**config.mk**
```make
export PLATFORM = sky130hd
export DESIGN_NAME = reg_mode_sequencer
export DESIGN_NICKNAME = d
export VERILOG_FILES = /design/src/rtl/reg_mode_sequencer_pkg.sv /design/src/rtl/reg_mode_sequencer_cmd_fifo.sv /design/src/rtl/reg_mode_sequencer.sv
export SDC_FILE = /design/constraint.sdc
export NUM_CORES = 1
export LEC_CHECK = 0
export ABC_CLOCK_PERIOD_IN_PS = 3600
export BUFFER_PORTS_ARGS = -buffer_cell sky130_fd_sc_hd__buf_2
export CAP_MARGIN = 15
export CORE_ASPECT_RATIO = 0.75
export CORE_MARGIN = 2
export CORE_UTILIZATION = 30
export CTS_CLUSTER_DIAMETER = 200
export DETAILED_ROUTE_END_ITERATION = 6
export PLACE_DENSITY = 0.54
export SYNTH_ARGS = -nofsm -noshare
export SYNTH_HDL_FRONTEND = slang
export SYNTH_SLANG_ARGS = --single-unit
```
**constraint.sdc**
```tcl
create_clock -name clk -period 3.6 [get_ports clk]
set_input_delay 0.18 -clock clk [delete_from_list [all_inputs] [get_ports clk]]
set_output_delay 0.18 -clock clk [all_outputs]
set_load 0.05 [all_outputs]
```
**src/rtl/reg_mode_sequencer_pkg.sv**
```systemverilog
// reg_mode_pkg: select encodings shared with register4bit and the sequencer FSM states.
package reg_mode_pkg;
  localparam logic [1:0] MODE_HOLD = 2'b00;
  localparam logic [1:0] MODE_COMP = 2'b01;
  localparam logic [1:0] MODE_SHR  = 2'b10;
  localparam logic [1:0] MODE_SHL  = 2'b11;
  typedef enum logic {IDLE = 1'b0, RUN = 1'b1} state_t;
endpackage

```
**src/rtl/reg_mode_sequencer_cmd_fifo.sv**
```systemverilog
// cmd_fifo: synchronous command FIFO with occupancy count and synchronous flush.
module cmd_fifo #(
  parameter int DEPTH = 4,
  parameter int W = 6,
  localparam int AW = $clog2(DEPTH),
  localparam int LW = $clog2(DEPTH + 1)
) (
  input  logic          clk,
  input  logic          reset,
  input  logic          flush,
  input  logic          push,
  input  logic [W-1:0]  din,
  input  logic          pop,
  output logic [W-1:0]  dout,
  output logic          full,
  output logic          empty,
  output logic [LW-1:0] level
);
  logic [W-1:0] r_mem [DEPTH];
  logic [AW-1:0] r_wr, r_rd;
  logic [LW-1:0] r_cnt;
  logic w_push, w_pop;
  assign full   = r_cnt == LW'(DEPTH);
  assign empty  = r_cnt == '0;
  assign level  = r_cnt;
  assign dout   = r_mem[r_rd];
  assign w_push = push & !full & !flush;
  assign w_pop  = pop & !empty & !flush;
  // pointers wrap naturally; r_cnt alone decides full/empty
  always_ff @(posedge clk or posedge reset) begin
    if (reset) begin
      r_wr  <= '0;
      r_rd  <= '0;
      r_cnt <= '0;
    end else if (flush) begin
      r_wr  <= '0;
      r_rd  <= '0;
      r_cnt <= '0;
    end else begin
      r_wr  <= r_wr + AW'(w_push);
      r_rd  <= r_rd + AW'(w_pop);
      r_cnt <= r_cnt + LW'(w_push) - LW'(w_pop);
    end
  end
  always_ff @(posedge clk) begin
    if (w_push) r_mem[r_wr] <= din;
  end
endmodule

```
**src/rtl/reg_mode_sequencer.sv**
```systemverilog
// reg_mode_sequencer: queues (mode, count) commands and drives register4bit select for count cycles each.
module reg_mode_sequencer
  import reg_mode_pkg::*;
#(
  parameter int DEPTH = 4,
  parameter int CNT_W = 4
) (
  input  logic                       clk,
  input  logic                       reset,
  input  logic                       cmd_valid,
  output logic                       cmd_ready,
  input  logic [1:0]                 cmd_mode,
  input  logic [CNT_W-1:0]           cmd_count,
  input  logic                       abort,
  output logic [1:0]                 s,
  output logic                       busy,
  output logic                       done,
  output logic [$clog2(DEPTH+1)-1:0] fifo_level
);
  state_t r_state;
  logic [CNT_W-1:0] r_rem;
  logic [1:0] r_s;
  logic r_busy, r_done;
  logic [CNT_W+1:0] w_head;
  logic [1:0] w_head_mode;
  logic [CNT_W-1:0] w_head_cnt;
  logic w_full, w_empty, w_push, w_pop, w_last, w_chain;
  assign w_head_mode = w_head[CNT_W+1:CNT_W];
  assign w_head_cnt  = w_head[CNT_W-1:0];
  assign cmd_ready   = !w_full & !abort;
  assign w_push      = cmd_valid & cmd_ready;
  assign w_last      = r_state == RUN && r_rem == CNT_W'(1);
  // a zero-count head is not chained from RUN; IDLE retires it next cycle
  assign w_chain     = w_last & !w_empty & w_head_cnt != '0;
  assign w_pop       = !abort & ((r_state == IDLE & !w_empty) | w_chain);
  assign s           = r_s;
  assign busy        = r_busy;
  assign done        = r_done;
  cmd_fifo #(.DEPTH(DEPTH), .W(CNT_W + 2)) u_fifo (
    .clk   (clk),
    .reset (reset),
    .flush (abort),
    .push  (w_push),
    .din   ({cmd_mode, cmd_count}),
    .pop   (w_pop),
    .dout  (w_head),
    .full  (w_full),
    .empty (w_empty),
    .level (fifo_level)
  );
  always_ff @(posedge clk or posedge reset) begin
    if (reset) begin
      r_state <= IDLE;
      r_rem   <= '0;
      r_s     <= MODE_HOLD;
      r_busy  <= 1'b0;
      r_done  <= 1'b0;
    end else if (abort) begin
      r_state <= IDLE;
      r_rem   <= '0;
      r_s     <= MODE_HOLD;
      r_busy  <= 1'b0;
      r_done  <= 1'b0;
    end else begin
      r_done <= 1'b0;
      if (r_state == IDLE) begin
        if (!w_empty && w_head_cnt == '0) begin
          r_done <= 1'b1;
        end else if (!w_empty) begin
          r_s     <= w_head_mode;
          r_rem   <= w_head_cnt;
          r_busy  <= 1'b1;
          r_state <= RUN;
        end
      end else if (!w_last) begin
        r_rem <= r_rem - CNT_W'(1);
      end else begin
        r_done <= 1'b1;
        if (w_chain) begin
          r_s   <= w_head_mode;
          r_rem <= w_head_cnt;
        end else begin
          r_s     <= MODE_HOLD;
          r_rem   <= '0;
          r_busy  <= 1'b0;
          r_state <= IDLE;
        end
      end
    end
  end
endmodule

```
### After elaboration in Yosys (flattened, before gate mapping)

Memories as Yosys holds them, arrays and structs flattened.
Cells that the tools add are included.

| storage, ports and cells | value |
|---|---|
| bits of input ports | 10 |
| flip-flop bits (word level) | 16 |
| memory bits (writable) | 24 |
| memories kept | 1 |
| logic and storage cells | 76 |

| operators by class | value |
|---|---|
| bitwise operators | 12 |
| mux-type cells | 33 |
| eq/ne operators | 6 |
| $add $sub $neg | 5 |
| reduce and logical (&&, ||, !) cells | 11 |

Memory list:

| memory | depth | width | rd ports | clocked after Yosys merged registers in | wr ports | RTL line | text |
|---|---|---|---|---|---|---|---|
| u_fifo.r_mem | 4 | 6 | 1 | 0 | 1 | reg_mode_sequencer_cmd_fifo.sv:19 | `logic [W-1:0] r_mem [DEPTH];` |

Operators with widths:

| cell | count |
|---|---|
| $mux 4 | 6 |
| $mux 1 | 18 |
| $mux 2 | 8 |
| $and 1x1->1 | 10 |
| $ne 3x3->1 const B | 3 |
| $add 2x1->2 | 2 |
| $eq 4x1->1 const B | 1 |
| $logic_not 4->1 | 1 |
| $reduce_and 4->1 | 1 |
| $reduce_bool 4->1 | 1 |
| $sub 4x1->4 const B | 1 |
| $add 3x1->3 | 1 |
| $eq 3x3->1 const B | 1 |
| $logic_not 1->1 | 3 |
| $logic_not 3->1 | 1 |
| $mux 3 | 1 |
| $ne 3x2->1 const B | 1 |
| $reduce_and 3->1 | 1 |
| $sub 3x1->3 | 1 |
| $logic_and 1x1->1 | 2 |
| $reduce_and 2->1 | 1 |
| $not 1->1 | 1 |
| $or 1x1->1 | 1 |

### Logic depth before layout (Yosys ltp)

| logic depth | value |
|---|---|
| depth in word-level cells | 10 |
| gate-level depth with buffers | 12 |
| depth with buffers taken out | 12 |

### Hierarchy

From an unflattened synthesis, not the netlist that was laid out.

| second synthesis, totals | value |
|---|---|
| cells, all modules | 138 |
| area total of the unflattened synthesis | 1905.6 um^2 |

By module, submodules not included:

| module | seq. area each (um^2) | area each (um^2) | times used | cells an instance |
|---|---|---|---|---|
| cmd_fifo | 895.9 | 1286.2 | 1 | 69 |
| reg_mode_sequencer | 225.2 | 619.3 | 1 | 69 |

### Worst setup path after synthesis

OpenSTA, ideal clock, no wires.

| timing path | value |
|---|---|
| path type | register -> register |
| start | register u_fifo.r_cnt[1], in the netlist u_fifo.level[1] |
| end | register u_fifo.r_cnt[2], in the netlist u_fifo.level[2] |
| library setup time | 0.132 ns |
| arrival | 2.904 ns |
| path slack | 0.564 ns |
| cell stages (with the launch flop) | 11 |
| required time | 3.468 ns |
| path through | dfrtp_1 -> nor2_1 -> a21oi_1 -> nand2_1 -> inv_1 -> ha_1 -> inv_1 -> fa_1 -> xor2_1 -> xnor2_1 -> nor2_1 |

| between the ends | value |
|---|---|
| elaborated cells between the ends (all ways) | 18 |
| those cells by class | add/sub: 2; eq/ne: 1; mux: 1; bitwise: 11; reduce/logical: 3 |

RTL lines:

| what | RTL line | text |
|---|---|---|
| from (decl) | reg_mode_sequencer_cmd_fifo.sv:21 | `logic [LW-1:0] r_cnt;` |
| from (signal assigned) | reg_mode_sequencer_cmd_fifo.sv:42 | `r_cnt <= r_cnt + LW'(w_push) - LW'(w_pop);` |
| $eq 3x3->1 | reg_mode_sequencer_cmd_fifo.sv:23 | `assign full = r_cnt == LW'(DEPTH);` |
| $logic_not 1->1 | reg_mode_sequencer.sv:30 | `assign cmd_ready = !w_full & !abort;` |
| $and 1x1->1 | reg_mode_sequencer.sv:30 |  |
| named net cmd_ready | reg_mode_sequencer.sv:11 | `output logic cmd_ready,` |
| $and 1x1->1 | reg_mode_sequencer.sv:31 | `assign w_push = cmd_valid & cmd_ready;` |
| $and 1x1->1 (2 in a row) | reg_mode_sequencer_cmd_fifo.sv:27 | `assign w_push = push & !full & !flush;` |
| $add 3x1->3 | reg_mode_sequencer_cmd_fifo.sv:42 |  |
| $sub 3x1->3 | reg_mode_sequencer_cmd_fifo.sv:42 |  |
| $mux 3 | reg_mode_sequencer_cmd_fifo.sv:35 | `end else if (flush) begin` |

The timed path passes the listed nets, and every way through them passes these cells.
A chain may end at the register's enable or synchronous reset.

### Worst setup path in the final report

| timing path | value |
|---|---|
| start | register u_fifo.r_rd[0] |
| end | register u_fifo.r_cnt[2], in the netlist u_fifo.level[2] |

| between the ends | value |
|---|---|
| longest elaborated chain between the ends | 9 |

RTL lines:

| what | RTL line | text |
|---|---|---|
| from (decl) | reg_mode_sequencer_cmd_fifo.sv:20 | `logic [AW-1:0] r_wr, r_rd;` |
| from (signal assigned) | reg_mode_sequencer_cmd_fifo.sv:41 | `r_rd <= r_rd + AW'(w_pop);` |
| $mem_v2 4x6 | - |  |
| $reduce_bool 4->1 | reg_mode_sequencer.sv:34 | `assign w_chain = w_last & !w_empty & w_head_cnt != '0;` |
| $and 1x1->1 | reg_mode_sequencer.sv:34 |  |
| $or 1x1->1 | reg_mode_sequencer.sv:35 | `assign w_pop = !abort & ((r_state == IDLE & !w_empty) \| w_chain);` |
| $and 1x1->1 | reg_mode_sequencer.sv:35 |  |
| $and 1x1->1 (2 in a row) | reg_mode_sequencer_cmd_fifo.sv:28 | `assign w_pop = pop & !empty & !flush;` |
| $sub 3x1->3 | reg_mode_sequencer_cmd_fifo.sv:42 |  |
| $mux 3 | reg_mode_sequencer_cmd_fifo.sv:35 |  |

Every way passes these cells.

==> impl_results.rst <==
.. list-table::
   :header-rows: 1

   * - Metric
     - Value
   * - Number of synthesized flops with an enable pin
     - 24
   * - Clock group share of total power
     - 0.188
   * - Maximum clock frequency
     - 309 MHz
   * - Via density per instance
     - 5.11
   * - Type of the worst setup path
     - reg -> reg
   * - Launch point of the worst path
     - u_fifo.r_rd[0]$_DFF_PP0_
   * - Required time reported for the critical path endpoint
     - 3.77 ns
   * - Result of the run
     - finished clean
   * - Antenna cell count
     - 0
   * - Summed negative setup slack over all endpoints
     - 0 ns
   * - Area of the mapped netlist
     - 1880 µm²
   * - Int Pwr
     - 0.000928 W
   * - Worst path slowest cell
     - sky130_fd_sc_hd__mux4_1
   * - Die Footprint
     - 6910 µm²
   * - Starting density of the core
     - 0.317
   * - Register area share after synthesis
     - 0.597
   * - Global-route wire length before repair
     - 6270 µm
   * - GP Congestion
     - 0.803
   * - Skew-Pair Late Insertion Delay
     - 0.29 ns
   * - Core area
     - 5920 µm²
   * - Net Count, Synth
     - 155
   * - Chip width
     - 95.3 µm
   * - Number of global-route vias before repair
     - 1256
   * - FP Rows
     - 24
   * - Setup repair after global routing missed its margin
     - no
   * - Maximum count of clock buffers along a single path
     - 2
   * - TritonCTS clock tree
     - yes
   * - Die span in y
     - 72.5 µm
   * - Worst Clk Skew
     - 0.00675 ns
   * - Share of cells above drive strength 1
     - 0.215
   * - Yosys warning count
     - 0
   * - Top-level I/O count
     - 18
   * - Worst r2r path cells
     - 10
   * - Actual slew at the worst max-slew pin
     - 0.946 ns
   * - Filler instances
     - 572
   * - Number of CTS-inserted buffers
     - 5
   * - Combinational fraction of design power
     - 0.394
   * - Antenna violation net count after detailed routing
     - 0
   * - Clk root buf
     - sky130_fd_sc_hd__clkbuf_8
   * - Largest net degree at the start of global routing
     - 22
   * - Most used flip-flop cell after synthesis
     - sky130_fd_sc_hd__edfxtp_1
   * - Clock period minus worst slack
     - 3.23 ns
   * - Cell count after synthesis
     - 140
   * - Beginning of the worst register-to-register path
     - u_fifo.r_rd[0]$_DFF_PP0_
   * - Grt ovf
     - 0
   * - Post-synth ARST share
     - 0.400
   * - Number of optimization iterations in the first detailed-route pass
     - 4
   * - Clk pin slew, worst setup/hold paths
     - 0.08 ns
   * - CTS H-Tree Depth
     - 2
   * - Net switching component of the power
     - 0.000619 W
   * - Type of the tightest min-delay check
     - in -> reg
   * - Count of endpoints failing setup in the final report
     - 0
   * - Combined global-route utilization of all metal layers
     - 0.121
   * - Crit share post-route
     - 0.898
   * - Max FO, Critical Path
     - 9
   * - End of the worst register-to-register path
     - u_fifo.level[2]$_DFF_PP0_
   * - Final wirelength
     - 3680 µm
   * - Initial antenna violation count
     - 0
   * - Synthesized flop and latch total
     - 40
   * - IO buf count
     - 17
   * - Wire per inst
     - 15.3 µm
   * - Slew Limit Headroom
     - 0.364
   * - Overall power consumption
     - 0.00155 W
   * - Nets
     - 177
   * - CTS Sinks
     - 40
   * - Routed vias
     - 1231
   * - Count of distinct cell types in the synthesized netlist
     - 42
   * - Drc violations
     - 0
   * - Highest ir drop seen on vdd
     - 0.219 mV
   * - Proportion of power drawn by flip-flops and latches
     - 0.417
   * - Critical path startpoint category
     - flip-flop
   * - Switching share of power
     - 0.400
   * - Lkg Pwr
     - 0.827 nW
   * - Final hold violation count
     - 0
   * - Final-report max-slew violation count
     - 0
   * - Avg Inst Size Synth
     - 13.4 µm²
   * - Layout-stage area growth over the synthesis result
     - 14.3%
   * - Max incr delay on CP
     - 0.75 ns
   * - Worst Setup End Kind
     - flip-flop
   * - Worst path cell trace
     - mux4_1, o41ai_1, a21oi_1, o22ai_1, ha_1, inv_1, fa_1, xor2_1, xnor2_1, nor2_1
   * - Worst setup path end
     - u_fifo.level[2]$_DFF_PP0_
   * - Register-to-Register Setup Slack
     - 0.37 ns
   * - Half-perimeter wire length after placement
     - 2670 µm
   * - Ratio of total power to cell area
     - 721 nW/µm²
   * - Max_cap viols
     - 0
   * - Starting DRC count in detailed routing
     - 65
   * - WP data arrival
     - 3.40 ns
## metal layers
layer	track usage	up-vias	routed length (µm)
met5	0	-	0
met1	0.167	615	1760
met3	0.0363	4	216
li1	-	579	-
met4	0.0290	0	30
met2	0.187	33	1670
## layout make-up
type	count	area, µm²	area share
inverter	11	41.3	0.0193
tap	78	97.6	0.0455
clock inverter	3	18.8	0.00875
multi-input combinational	83	684	0.319
sequential	40	1120	0.523
clock buffer	5	68.8	0.0321
timing repair buffer	21	113	0.0525
## metrics by stage
stage / cell area (µm²) / setup WS, ns / util / std cells / hold WS (ns)
after floorplan: 1880 / 0.564 / - / 140 / 0.0937
after global placement: 2040 / 0.548 / 0.344 / 230 / 0.273
after detailed placement: 2040 / 0.397 / 0.344 / 230 / 0.294
after CTS: 2130 / 0.383 / 0.361 / 239 / 0.102
after global routing: 2140 / 0.108 / 0.363 / 241 / 0.103
final: 2140 / 0.367 / 0.363 / 241 / 0.109
## placed cells by master (no fill, tap or decap), drive strengths merged, types with 2 or more instances in the layout
| master | instances |
|---|---|
| nand2 | 7 |
| nor3b | 3 |
| o21ai | 3 |
| nand3 | 2 |
| o32ai | 2 |
| nor3 | 8 |
| xnor2 | 2 |
| a21oi | 7 |
| o41ai | 2 |
| nor2b | 3 |
| mux4 | 6 |
| a211oi | 3 |
| buf | 18 |
| o41a | 2 |
| a2bb2oi | 3 |
| edfxtp | 24 |
| clkbuf | 7 |
| mux2 | 2 |
| inv | 11 |
| nor2 | 8 |
| ha | 4 |
| clkinvlp | 2 |
| dfrtp | 16 |
## logic make-up after synthesis
group | after synthesis | synth area share
flip-flops | 40 | 0.597
AND/OR/NAND/NOR | 38 | 0.104
AO/OA/AOI/OAI | 29 | 0.119
buffers and inverters | 17 | 0.0380
multiplexers | 8 | 0.0900
adder cells (fa/ha/maj) | 5 | 0.0373
XOR/XNOR | 3 | 0.0140
## worst min path at each step
| stage | start | to | slack, ns | depth (start not counted) |
|---|---|---|---|---|
| finish | cmd_mode[0] | u_fifo.r_mem[1][4]$_DFFE_PP_ | 0.11 | 1 |
| global route | cmd_mode[1] | u_fifo.r_mem[3][5]$_DFFE_PP_ | 0.10 | 1 |
| CTS | cmd_count[1] | u_fifo.r_mem[1][1]$_DFFE_PP_ | 0.10 | 1 |
| detailed placement | reset | busy$_DFFE_PP0P_ | 0.29 | 2 |
| global placement | reset | done$_DFF_PP0_ | 0.27 | 2 |
| floorplan | reset | busy$_DFFE_PP0P_ | 0.09 | 1 |
## synthesized netlist by cell type, types with 2 or more instances
master                      instances  share of area
sky130_fd_sc_hd__nand2_1            7          0.014
sky130_fd_sc_hd__nor3b_1            3          0.012
sky130_fd_sc_hd__xnor2_1            2         0.0093
sky130_fd_sc_hd__mux4_2             3          0.036
sky130_fd_sc_hd__edfxtp_1          24           0.38
sky130_fd_sc_hd__mux4_1             3          0.042
sky130_fd_sc_hd__a211oi_1           3          0.012
sky130_fd_sc_hd__o21ai_0            3         0.0080
sky130_fd_sc_hd__o32ai_1            2         0.0093
sky130_fd_sc_hd__ha_1               4          0.027
sky130_fd_sc_hd__a21oi_1            7          0.019
sky130_fd_sc_hd__clkbuf_1           4         0.0080
sky130_fd_sc_hd__dfrtp_1           16           0.21
sky130_fd_sc_hd__nor2b_1            3          0.010
sky130_fd_sc_hd__o41a_1             2          0.012
sky130_fd_sc_hd__a2bb2oi_1          3          0.014
sky130_fd_sc_hd__nor3_1             8          0.021
sky130_fd_sc_hd__inv_1             11          0.022
sky130_fd_sc_hd__nand3_1            2         0.0053
sky130_fd_sc_hd__nor2_1             8          0.016
## state kept, by name, indices dropped and copies added, names as in the netlist
register and count:
busy 1, done 1, r_rem 4, r_state 1, s 2, u_fifo.level 3
u_fifo.r_mem 24, u_fifo.r_rd 2, u_fifo.r_wr 2
## power groups by stage
stage | Sequential [W] | Clock (W) | Combinational [W]
2_1_floorplan | 0.000703 | 0 | 0.000424
3_3_place_gp | 0.000650 | 0 | 0.000600
3_5_place_dp | 0.000656 | 0 | 0.000607
4_1_cts | 0.000646 | 0.000297 | 0.000611
5_1_grt | 0.000659 | 0.000317 | 0.000675
6_report | 0.000645 | 0.000291 | 0.000610
## critical path: cells and delay by family, from the launching register on
family | cells | cell delay (ns)
compound gates | 3 | 0.79
xor+xnor | 2 | 0.31
fa+ha+maj | 2 | 0.54
buf+inv | 1 | 0.05
flops | 1 | 0.61
mux | 1 | 0.75
simple gates | 1 | 0.05
## repair_timing
action | 4_1_cts | 5_1_grt
endpoints found under the hold margin | 16 | 0
hold buffers | 1 | 0
buffers inserted | 0 | 0
resized for setup | 0 | 0
endpoints found under the setup margin | 0 | 0
Power figures use the tool's default switching activity.
